==> config.mk <==
export PLATFORM = sky130hd
export DESIGN_NAME = transport_receive
export DESIGN_NICKNAME = d
export VERILOG_FILES = /design/src/rtl/transport_receive_pkg.sv /design/src/rtl/transport_receive_timeout.sv /design/src/rtl/transport_receive.sv
export SDC_FILE = /design/constraint.sdc
export NUM_CORES = 1
export LEC_CHECK = 0
export ABC_CLOCK_PERIOD_IN_PS = 6700
export BUFFER_PORTS_ARGS = -buffer_cell sky130_fd_sc_hd__buf_2
export CAP_MARGIN = 40
export CORE_ASPECT_RATIO = 1.1
export CORE_MARGIN = 3
export CORE_UTILIZATION = 62
export DETAILED_ROUTE_END_ITERATION = 8
export MAX_ROUTING_LAYER = met4
export PLACE_DENSITY_LB_ADDON = 0.15
export SLEW_MARGIN = 15
export SYNTH_ARGS = -nofsm -noshare
export SYNTH_HDL_FRONTEND = slang
export SYNTH_SLANG_ARGS = --single-unit
==> constraint.sdc <==
create_clock -name clk -period 6.7 [get_ports clk]
set_clock_uncertainty 0.1 [all_clocks]
set_input_delay 2.01 -clock clk [delete_from_list [all_inputs] [get_ports clk]]
set_output_delay 2.01 -clock clk [all_outputs]
set_load 0.01 [all_outputs]
==> src/rtl/transport_receive_pkg.sv <==
// Shared constants and the receive-state type for the transport receive path.
package transport_receive_pkg;

    localparam logic [7:0] HDR_CTRL  = 8'h40;
    localparam logic [7:0] HDR_AUDIO = 8'h80;
    localparam logic [7:0] TRAILER   = 8'hFF;

    localparam logic [1:0] CMD_IDLE  = 2'b00;
    localparam logic [1:0] CMD_CTRL  = 2'b01;
    localparam logic [1:0] CMD_AUDIO = 2'b10;

    localparam logic [1:0] ERR_NONE    = 2'b00;
    localparam logic [1:0] ERR_HDR     = 2'b01;
    localparam logic [1:0] ERR_PAD     = 2'b10;
    localparam logic [1:0] ERR_TIMEOUT = 2'b11;

    typedef enum logic [2:0] {
        RX_IDLE,
        RX_CTRL_HI,
        RX_CTRL_LO,
        RX_CTRL_PAD,
        RX_AU_HI,
        RX_AU_LO,
        RX_AU_TRAIL,
        RX_DROP
    } rx_state_e;

endpackage

==> src/rtl/transport_receive_timeout.sv <==
// Idle-cycle counter: counts enabled cycles without a clear and flags expiry
// on the cycle after TIMEOUT idle cycles have been seen.
module rx_timeout #(
    parameter int unsigned TIMEOUT = 1024
) (
    input  logic clk,
    input  logic rst_i,
    input  logic en_i,
    input  logic clr_i,
    output logic expire_o
);

    localparam int unsigned TW = $clog2(TIMEOUT + 1);

    logic [TW-1:0] cnt_q;

    assign expire_o = (cnt_q == TW'(TIMEOUT));

    always_ff @(posedge clk) begin
        if (rst_i || !en_i || clr_i || expire_o) begin
            cnt_q <= '0;
        end else begin
            cnt_q <= cnt_q + 1'b1;
        end
    end

endmodule

==> src/rtl/transport_receive.sv <==
// Receive transport layer: parses header/payload/trailer packets back into
// 16-bit control and audio words, flagging framing errors and stalls.
module transport_receive
    import transport_receive_pkg::*;
#(
    parameter int unsigned PACKET_SIZE = 16,
    parameter int unsigned TIMEOUT     = 1024
) (
    input  logic        clk,
    input  logic        reset,
    input  logic [7:0]  byteIn,
    input  logic        byteValid,
    output logic [1:0]  cmd,
    output logic [15:0] data,
    output logic        dataValid,
    output logic        receiving,
    output logic        pktErr,
    output logic [1:0]  errCode
);

    localparam int unsigned CW = $clog2(PACKET_SIZE + 1);
    localparam logic [CW-1:0] LAST_BYTE = CW'(PACKET_SIZE);
    localparam logic [CW-1:0] LAST_LO   = CW'(PACKET_SIZE - 1);

    rx_state_e     state_q;
    logic [CW-1:0] cnt_q;
    logic [CW-1:0] cnt_d;
    logic [7:0]    hi_q;
    logic [15:0]   ctrlWord_q;
    logic          padBad_q;
    logic          padBad_d;
    logic [1:0]    cmd_q;
    logic [15:0]   data_q;
    logic          dataValid_q;
    logic          receiving_q;
    logic          pktErr_q;
    logic [1:0]    errCode_q;
    logic          expire;

    // cnt_d is the 1-based position of the byte currently on byteIn
    assign cnt_d    = cnt_q + 1'b1;
    assign padBad_d = padBad_q | (byteIn != 8'h00);

    rx_timeout #(.TIMEOUT(TIMEOUT)) u_timeout (
        .clk      (clk),
        .rst_i    (reset),
        .en_i     (state_q != RX_IDLE),
        .clr_i    (byteValid),
        .expire_o (expire)
    );

    always_ff @(posedge clk) begin
        if (reset) begin
            state_q     <= RX_IDLE;
            cnt_q       <= '0;
            hi_q        <= '0;
            ctrlWord_q  <= '0;
            padBad_q    <= 1'b0;
            cmd_q       <= CMD_IDLE;
            data_q      <= '0;
            dataValid_q <= 1'b0;
            receiving_q <= 1'b0;
            pktErr_q    <= 1'b0;
            errCode_q   <= ERR_NONE;
        end else begin
            dataValid_q <= 1'b0;
            pktErr_q    <= 1'b0;
            if (expire) begin
                // expiry wins over a byte arriving in the same cycle
                state_q     <= RX_IDLE;
                cnt_q       <= '0;
                receiving_q <= 1'b0;
                pktErr_q    <= 1'b1;
                errCode_q   <= ERR_TIMEOUT;
            end else if (byteValid) begin
                cnt_q <= cnt_d;
                case (state_q)
                    RX_IDLE: begin
                        padBad_q <= 1'b0;
                        if (byteIn == HDR_CTRL) begin
                            state_q     <= RX_CTRL_HI;
                            receiving_q <= 1'b1;
                        end else if (byteIn == HDR_AUDIO) begin
                            state_q     <= RX_AU_HI;
                            receiving_q <= 1'b1;
                        end else begin
                            state_q   <= RX_DROP;
                            pktErr_q  <= 1'b1;
                            errCode_q <= ERR_HDR;
                        end
                    end
                    RX_CTRL_HI: begin
                        hi_q    <= byteIn;
                        state_q <= RX_CTRL_LO;
                    end
                    RX_CTRL_LO: begin
                        ctrlWord_q <= {hi_q, byteIn};
                        state_q    <= RX_CTRL_PAD;
                    end
                    RX_CTRL_PAD: begin
                        padBad_q <= padBad_d;
                        if (cnt_d == LAST_BYTE) begin
                            state_q     <= RX_IDLE;
                            cnt_q       <= '0;
                            receiving_q <= 1'b0;
                            if (padBad_d) begin
                                pktErr_q  <= 1'b1;
                                errCode_q <= ERR_PAD;
                            end else begin
                                dataValid_q <= 1'b1;
                                cmd_q       <= CMD_CTRL;
                                data_q      <= ctrlWord_q;
                            end
                        end
                    end
                    RX_AU_HI: begin
                        hi_q    <= byteIn;
                        state_q <= RX_AU_LO;
                    end
                    RX_AU_LO: begin
                        dataValid_q <= 1'b1;
                        cmd_q       <= CMD_AUDIO;
                        data_q      <= {hi_q, byteIn};
                        state_q     <= (cnt_d == LAST_LO) ? RX_AU_TRAIL : RX_AU_HI;
                    end
                    RX_AU_TRAIL: begin
                        state_q     <= RX_IDLE;
                        cnt_q       <= '0;
                        receiving_q <= 1'b0;
                        if (byteIn != TRAILER) begin
                            pktErr_q  <= 1'b1;
                            errCode_q <= ERR_PAD;
                        end
                    end
                    RX_DROP: begin
                        if (cnt_d == LAST_BYTE) begin
                            state_q <= RX_IDLE;
                            cnt_q   <= '0;
                        end
                    end
                    default: begin
                        state_q     <= RX_IDLE;
                        cnt_q       <= '0;
                        receiving_q <= 1'b0;
                    end
                endcase
            end
        end
    end

    assign cmd       = cmd_q;
    assign data      = data_q;
    assign dataValid = dataValid_q;
    assign receiving = receiving_q;
    assign pktErr    = pktErr_q;
    assign errCode   = errCode_q;

endmodule

==> results of run 1 <==
-- layout by cell type, fill, tap and decap left out, types with 4 or more instances in the layout --
master / instances
a21oi_1: 26
a311oi_1: 14
a31oi_1: 5
buf_2: 33
clkbuf_8: 10
dfxtp_1: 67
ha_1: 4
inv_1: 10
mux2i_1: 40
nand2_1: 12
nand3_1: 12
nand3b_1: 4
nor2_1: 47
nor3_1: 5
nor4_1: 5
o21a_1: 4
o21ai_0: 9
xnor2_1: 9
xor2_1: 5
-- power groups by stage --
stage / Sequential [W] / Combinational [W] / Clock, W
after global placement: 0.000432 / 0.0000831 / 0
after global routing: 0.000426 / 0.0000971 / 0.000351
after floorplan: 0.000429 / 0.0000666 / 0
final: 0.000424 / 0.0000872 / 0.000328
after CTS: 0.000424 / 0.0000855 / 0.000337
after detailed placement: 0.000433 / 0.0000852 / 0
-- worst min path at each step --
stage,endpoint,slack [ps],start,cells past startpoint
after CTS,cmd[0]$_SDFFE_PP0P_,340,cmd[0]$_SDFFE_PP0P_,2
after floorplan,u_timeout.cnt_q[0]$_SDFF_PP0_,340,u_timeout.cnt_q[0]$_SDFF_PP0_,1
after global routing,cmd[0]$_SDFFE_PP0P_,350,cmd[0]$_SDFFE_PP0P_,2
after global placement,cmd[0]$_SDFFE_PP0P_,330,cmd[0]$_SDFFE_PP0P_,2
after detailed placement,cmd[0]$_SDFFE_PP0P_,330,cmd[0]$_SDFFE_PP0P_,2
final,cmd[0]$_SDFFE_PP0P_,340,cmd[0]$_SDFFE_PP0P_,2
-- area by class of cell --
cell class	count	area, sq um
inverters	10	37.5
clock buffers	11	141
flip-flops and latches	67	1340
well taps	56	70.1
repair buffers	37	219
clock inverters	5	52.6
fillers	368	1240
multi-input cells	240	1640
-- flip-flops by register name, summed over array words and instances, names as in the netlist --
signal	count
errCode	2
state_q	3
data	16
cnt_q	5
pktErr	1
ctrlWord_q	16
dataValid	1
receiving	1
cmd	2
u_timeout.cnt_q	11
hi_q	8
padBad_q	1
-- metal layers --
metal	vias to the layer above	global-route usage, %	share of wire [%]
met2	79	32.7	44
met3	8	3.88	6.2
met1	1160	36.2	49
met4	0	10.5	1.1
met5	-	-	0
li1	1281	-	-
-- worst reg2reg max path: cells and delay by family, from the launching register on --
| family | cells | cell delay, ps |
|---|---|---|
| compound gates | 3 | 810 |
| flops | 1 | 630 |
| buf+inv | 1 | 270 |
| simple gates | 2 | 630 |
-- per-stage QoR --
| step | util [%] | std cells | instance area, sq um | hold WS [ps] | power (W) |
|---|---|---|---|---|---|
| floorplan | - | 340 | 3130 | 341 | 0.000496 |
| global placement | 68.7 | 407 | 3260 | 328 | 0.000515 |
| detailed placement | 69.3 | 409 | 3290 | 332 | 0.000518 |
| CTS | 73.4 | 425 | 3480 | 343 | 0.000846 |
| global route | 73.8 | 426 | 3500 | 353 | 0.000874 |
| finish | 73.8 | 426 | 3500 | 340 | 0.000839 |
-- cells by family after synthesis --
logic type,Yosys count
adders and majority gates,4
buffers and inverters,33
muxes,40
xor gates and xnor gates,14
AOI/OAI and AO/OA,79
DFF,67
and+or+nand+nor,103
==> reports/results.tsv, run 1 <==
metric	value	unit
outcome	finished, final reports clean	
Syn Inst Count	340	
critical path type	in -> reg	
area share of the largest cell type after synthesis	42.9	%
area of the core	4750	sq um
sequential fraction of the synthesis area	42.9	%
minimum clock period	4170	ps
layout cells sized above 1	16.2	%
Clock Latency Late Sink	330	ps
Net Switching	0.000212	W
Die ar.	5930	sq um
Leak	1.53	nW
Post-Route WL	6.53	mm
CTS Sinks	67	
Layout area overhead	12.1	%
crit path capture	data[14]$_SDFFE_PP0P_	
Syn Nets	355	
worst path required time	6830	ps
Crit Reg-Reg Endpoint	data[14]$_SDFFE_PP0P_	
EDFF count, synth	0	
die width	73.7	um
DRT iter0 DRCs	253	
Worst setup SP type	input pin	
worst r2r src	state_q[1]$_SDFFE_PP0P_	
CP max stage cell	a21oi_4	
post-synthesis register bit count	67	
DR WL/cell	15.3	um
PnR worst setup slack	2530	ps
cell count of the worst reg-to-reg path	6	
cells along the critical path	buf_2 -> or4_4 -> or4_4 -> a21oi_4 -> a21oi_1 -> a311oi_1	
Port Buffer Count	33	
crit-path leading delay family	simple AND/OR/NAND/NOR gates	
htree depth	3	
final hold violation count	0	
Synth area leaders	dfxtp_1 43%, mux2i_1 13%, nor2_1 5.6%	
register share of total power	50.6	%
standard-cell row count	26	
routability cong.	0.842	
area leader, netlist	dfxtp_1	
Critical Path Start	byteIn[0]	
TritonCTS buffer count	9	
Cell Pwr Density	239	nW/um^2
crit path DAT	4310	ps
Synth Area in XOR/XNOR	3.92	%
dpl hpwl	4.46	mm
Bufs and invs on worst path	1	
setup TNS	0	ps
grt total ovfl	0	
Clk pin slew, worst setup/hold paths	70	ps
DRC violations left	0	
element type at the critical path end	register	
Nets	380	
Clock Power Share	39.0	%
fin crit share	62.3	%
synth cell count leaders	67 x dfxtp_1, 47 x nor2_1, 40 x mux2i_1, 26 x a21oi_1, 16 x clkbuf_1	
Min-Delay Path Class	reg -> reg	
via count	2528	
global-route wire length before repair	11.0	mm
switching share of power	25.3	%
multiplexer share of the synthesized area	12.8	%
critical path depth	6	
Max Clock Freq	240	MHz
Initial Util	65.8	%
RSZ-0062 raised after global routing	false	
Post-Synth Adder-Cell Area	1.60	%
Ports	34	
diode count	0	
Mapped Avg Cell Area	9.19	sq um
Max Root-Sink Buffers	2	
max_cap viols	0	
setup bufs post-CTS	0	
Post-DRT Antenna Nets	0	
most used flip-flop cell after synthesis	dfxtp_1	
Worst path max stage delay	640	ps
vias per cell	5.93	
vias in the first global route	2255	
initial antenna violation count	0	
CP dominant cell by count	or4_4	
Setup Slack @ Placement	2190	ps
die height	80.5	um
FFs w/ async S/R, synth	0	%
Max Slew Vio Count	0	
TritonCTS clock tree	built	
post-cts resize count	0	
Hold-fix buffers, CTS	0	
slew margin rel.	48.9	%
internal power	0.000627	W
reg2reg setup slack	4160	ps
Mapped Area	3130	sq um
simple-gate portion of the synthesized area	16.3	%
CP Max Fanout	32	
top-count cell post-synth	dfxtp_1	
Compound-Gate Fraction of Synth Area	17.9	%
Max rail drop VDD	0.000167	V
largest net degree at the start of global routing	50	
GRT Total Usage	24.5	%
Distinct cells, synth	47	
DRT Pass-1 Iters	4	
Root Driver	clkbuf_8	
Synth Warn #	0	
actual slew at the worst max-slew pin	765	ps
largest family of logic cells by synthesized area	compound AO/OA/AOI/OAI gates	
Finish-stage setup viols	0	
combinational power share	10.4	%
(Power assumes the default switching activity.)
==> inputs of run 2 (changes only) <==
ABC_AREA = 1   (was default)
ABC_CLOCK_PERIOD_IN_PS = 3700   (was 6700)
CORE_UTILIZATION = 53   (was 62)
clock period = 3.7 ns   (was 6.7 ns; I/O delays follow)
==> reports/results.tsv, run 2 <==
metric	value	unit	change
CP Max Fanout	32		unchanged
area of the core	6270	sq um	was 4750 sq um
via count	3031		was 2528
minimum clock period	2350	ps	
Worst path max stage delay	380	ps	was 640 ps
TritonCTS buffer count	9		unchanged
Worst setup SP type	input pin		unchanged
GRT Total Usage	20.8	%	was 24.5%
element type at the critical path end	register		unchanged
Syn Nets	498		was 355
Clock Latency Late Sink	340	ps	was 330 ps
standard-cell row count	30		was 26
Clk pin slew, worst setup/hold paths	80	ps	was 70 ps
Net Switching	0.000447	W	was 0.000212 W
Finish-stage setup viols	0		unchanged
area leader, netlist	dfxtp_1		unchanged
Syn Inst Count	483		was 340
slew margin rel.	43.7	%	was 48.9%
Hold-fix buffers, CTS	0		unchanged
DRT iter0 DRCs	190		was 253
cell count of the worst reg-to-reg path	5		was 6
Distinct cells, synth	42		was 47
placed cells	578		was 409
Nets	524		was 380
FFs w/ async S/R, synth	0	%	unchanged
CP max stage cell	nor2_8		was a21oi_4
largest net degree at the start of global routing	36		was 50
top-count cell post-synth	nand2_1		was dfxtp_1
routability cong.	0.854		was 0.842
vias in the first global route	2868		was 2255
fin util	60.7	%	was 73.8%
Mapped Area	3480	sq um	was 3130 sq um
Final Non-Filler Cells	594		was 426
Post-Route WL	7.25	mm	was 6.53 mm
sequential fraction of the synthesis area	38.5	%	was 42.9%
initial antenna violation count	0		unchanged
crit path DAT	2490	ps	was 4310 ps
most used flip-flop cell after synthesis	dfxtp_1		unchanged
grt total ovfl	0		unchanged
switching share of power	28.0	%	was 25.3%
Max Clock Freq	425	MHz	
layout cells sized above 1	18.5	%	was 16.2%
Die ar.	7580	sq um	was 5930 sq um
diode count	0		unchanged
Initial Util	55.5	%	was 65.8%
critical path depth	6		unchanged
Layout area overhead	9.31	%	was 12.1%
post-synthesis register bit count	67		unchanged
htree depth	3		unchanged
Post-DRT Antenna Nets	0		unchanged
actual slew at the worst max-slew pin	843	ps	was 765 ps
CTS Sinks	67		unchanged
Root Driver	clkbuf_8		unchanged
Fill cells	592		was 368
Max Slew Vio Count	0		unchanged
Hold Path Depth	2		unchanged
worst path required time	3840	ps	was 6830 ps
leading cell type in the layout, fill and taps excluded	nand2_1		was dfxtp_1
Synth area leaders	dfxtp_1 39%, nand2_1 13%, nor2_1 7.1%		was dfxtp_1 43%, mux2i_1 13%, nor2_1 5.6%
post-cts resize count	0		unchanged
DRC violations left	0		unchanged
crit-path leading delay family	simple AND/OR/NAND/NOR gates		unchanged
final hold violation count	0		unchanged
critical path type	in -> reg		unchanged
vias per cell	5.10		was 5.93
cells along the critical path	buf_2 -> inv_4 -> nor2_8 -> nand3_4 -> nor2_1 -> nor2_1		was buf_2 -> or4_4 -> or4_4 -> a21oi_4 -> a21oi_1 -> a311oi_1
die height	91.0	um	was 80.5 um
Port Buffer Count	33		unchanged
DRT Pass-1 Iters	5		was 4
combinational power share	12.6	%	was 10.4%
Max Root-Sink Buffers	2		unchanged
global-route wire length before repair	12.7	mm	was 11.0 mm
Ports	34		unchanged
max_cap viols	0		unchanged
Max rail drop VDD	0.000358	V	was 0.000167 V
DR WL/cell	12.2	um	was 15.3 um
Cell Pwr Density	419	nW/um^2	was 239 nW/um^2
Clock Power Share	38.6	%	was 39.0%
setup bufs post-CTS	0		unchanged
TritonCTS clock tree	built		unchanged
most frequent cells in the layout	118 x nand2_1, 67 x dfxtp_1, 66 x nor2_1, 56 x inv_1, 33 x buf_2		was 67 x dfxtp_1, 47 x nor2_1, 40 x mux2i_1, 33 x buf_2, 26 x a21oi_1
Min-Delay Path Class	reg -> reg		unchanged
total power	0.00159	W	was 0.000839 W
internal power	0.00115	W	was 0.000627 W
area share of the largest cell type after synthesis	38.5	%	was 42.9%
dpl hpwl	5.15	mm	was 4.46 mm
EDFF count, synth	0		unchanged
Synth Warn #	0		unchanged
die width	83.3	um	was 73.7 um
fin crit share	63.5	%	
register share of total power	48.8	%	was 50.6%
Mapped Avg Cell Area	7.21	sq um	was 9.19 sq um
Leak	1.72	nW	was 1.53 nW
Bufs and invs on worst path	2		was 1
CP dominant cell by count	nor2_1		was or4_4
synth cell count leaders	118 x nand2_1, 67 x dfxtp_1, 66 x nor2_1, 56 x inv_1, 28 x o21ai_0		was 67 x dfxtp_1, 47 x nor2_1, 40 x mux2i_1, 26 x a21oi_1, 16 x clkbuf_1
RSZ-0062 raised after global routing	false		unchanged
setup TNS	0	ps	unchanged
outcome	finished, final reports clean		unchanged
[run 2: path summary, 6_finish.rpt]
| path | from | endpoint | slack (ps) |
|---|---|---|---|
| max | byteValid | data[9]$_SDFFE_PP0P_ | 1350 |
| min | cmd[0]$_SDFFE_PP0P_ | cmd[0]$_SDFFE_PP0P_ | 350 |
| max reg2reg | state_q[2]$_SDFFE_PP0P_ | data[9]$_SDFFE_PP0P_ | 1490 |
| min reg2reg | cmd[0]$_SDFFE_PP0P_ | cmd[0]$_SDFFE_PP0P_ | 350 |
[run 2: layout make-up]
class | count | area (sq um) | share of cell area, %
inverters | 63 | 248 | 6.51
multi-input cells | 334 | 1740 | 45.6
repair buffers | 34 | 180 | 4.73
well taps | 80 | 100 | 2.63
flip-flops and latches | 67 | 1340 | 35.2
clock inverters | 6 | 63.8 | 1.68
clock buffers | 10 | 138 | 3.62
[run 2: worst register-to-register path: stages (launching register included)]
cell	delay (ps)
dfxtp_1	530
nand3_2	560
nand2_2	280
nand3_4	290
nor2_1	280
nor2_1	70
[run 2: cell families (layout without fill, tap and decap cells)]
family | after synthesis | in the layout | share of synthesized area (%)
compound gates | 72 | 72 | 11.7
simple gates | 254 | 254 | 35.7
buf+inv | 82 | 113 | 11.6
xor+xnor | 4 | 4 | 1.01
fa+ha+maj | 4 | 4 | 1.44
flops | 67 | 67 | 38.5
[run 2: metrics by stage]
stage / cell area [sq um] / hold slack [ps] / setup WS, ps
global route: 3810 / 376 / 1220
detailed placement: 3600 / 341 / 1010
CTS: 3810 / 352 / 1360
finish: 3810 / 351 / 1350
global placement: 3590 / 334 / 960
floorplan: 3480 / 330 / 1560
[run 2: per-layer routing]
metal / share of wire (%) / GRT usage, % / vias up / routed length (um)
met5: 0 / - / - / 0
met4: 1.8 / 10.5 / 0 / 131
met3: 3.8 / 3.90 / 14 / 275
met2: 47 / 31.9 / 61 / 3410
met1: 47 / 26.1 / 1374 / 3430
li1: - / - / 1582 / -
[run 2: power by group through the flow]
stage / Sequential (W) / Clock, W / Combinational [W]
after floorplan: 0.000789 / 0 / 0.000160
after global placement: 0.000793 / 0 / 0.000195
after detailed placement: 0.000793 / 0 / 0.000201
after CTS: 0.000777 / 0.000625 / 0.000202
after global routing: 0.000782 / 0.000668 / 0.000231
final: 0.000777 / 0.000616 / 0.000201
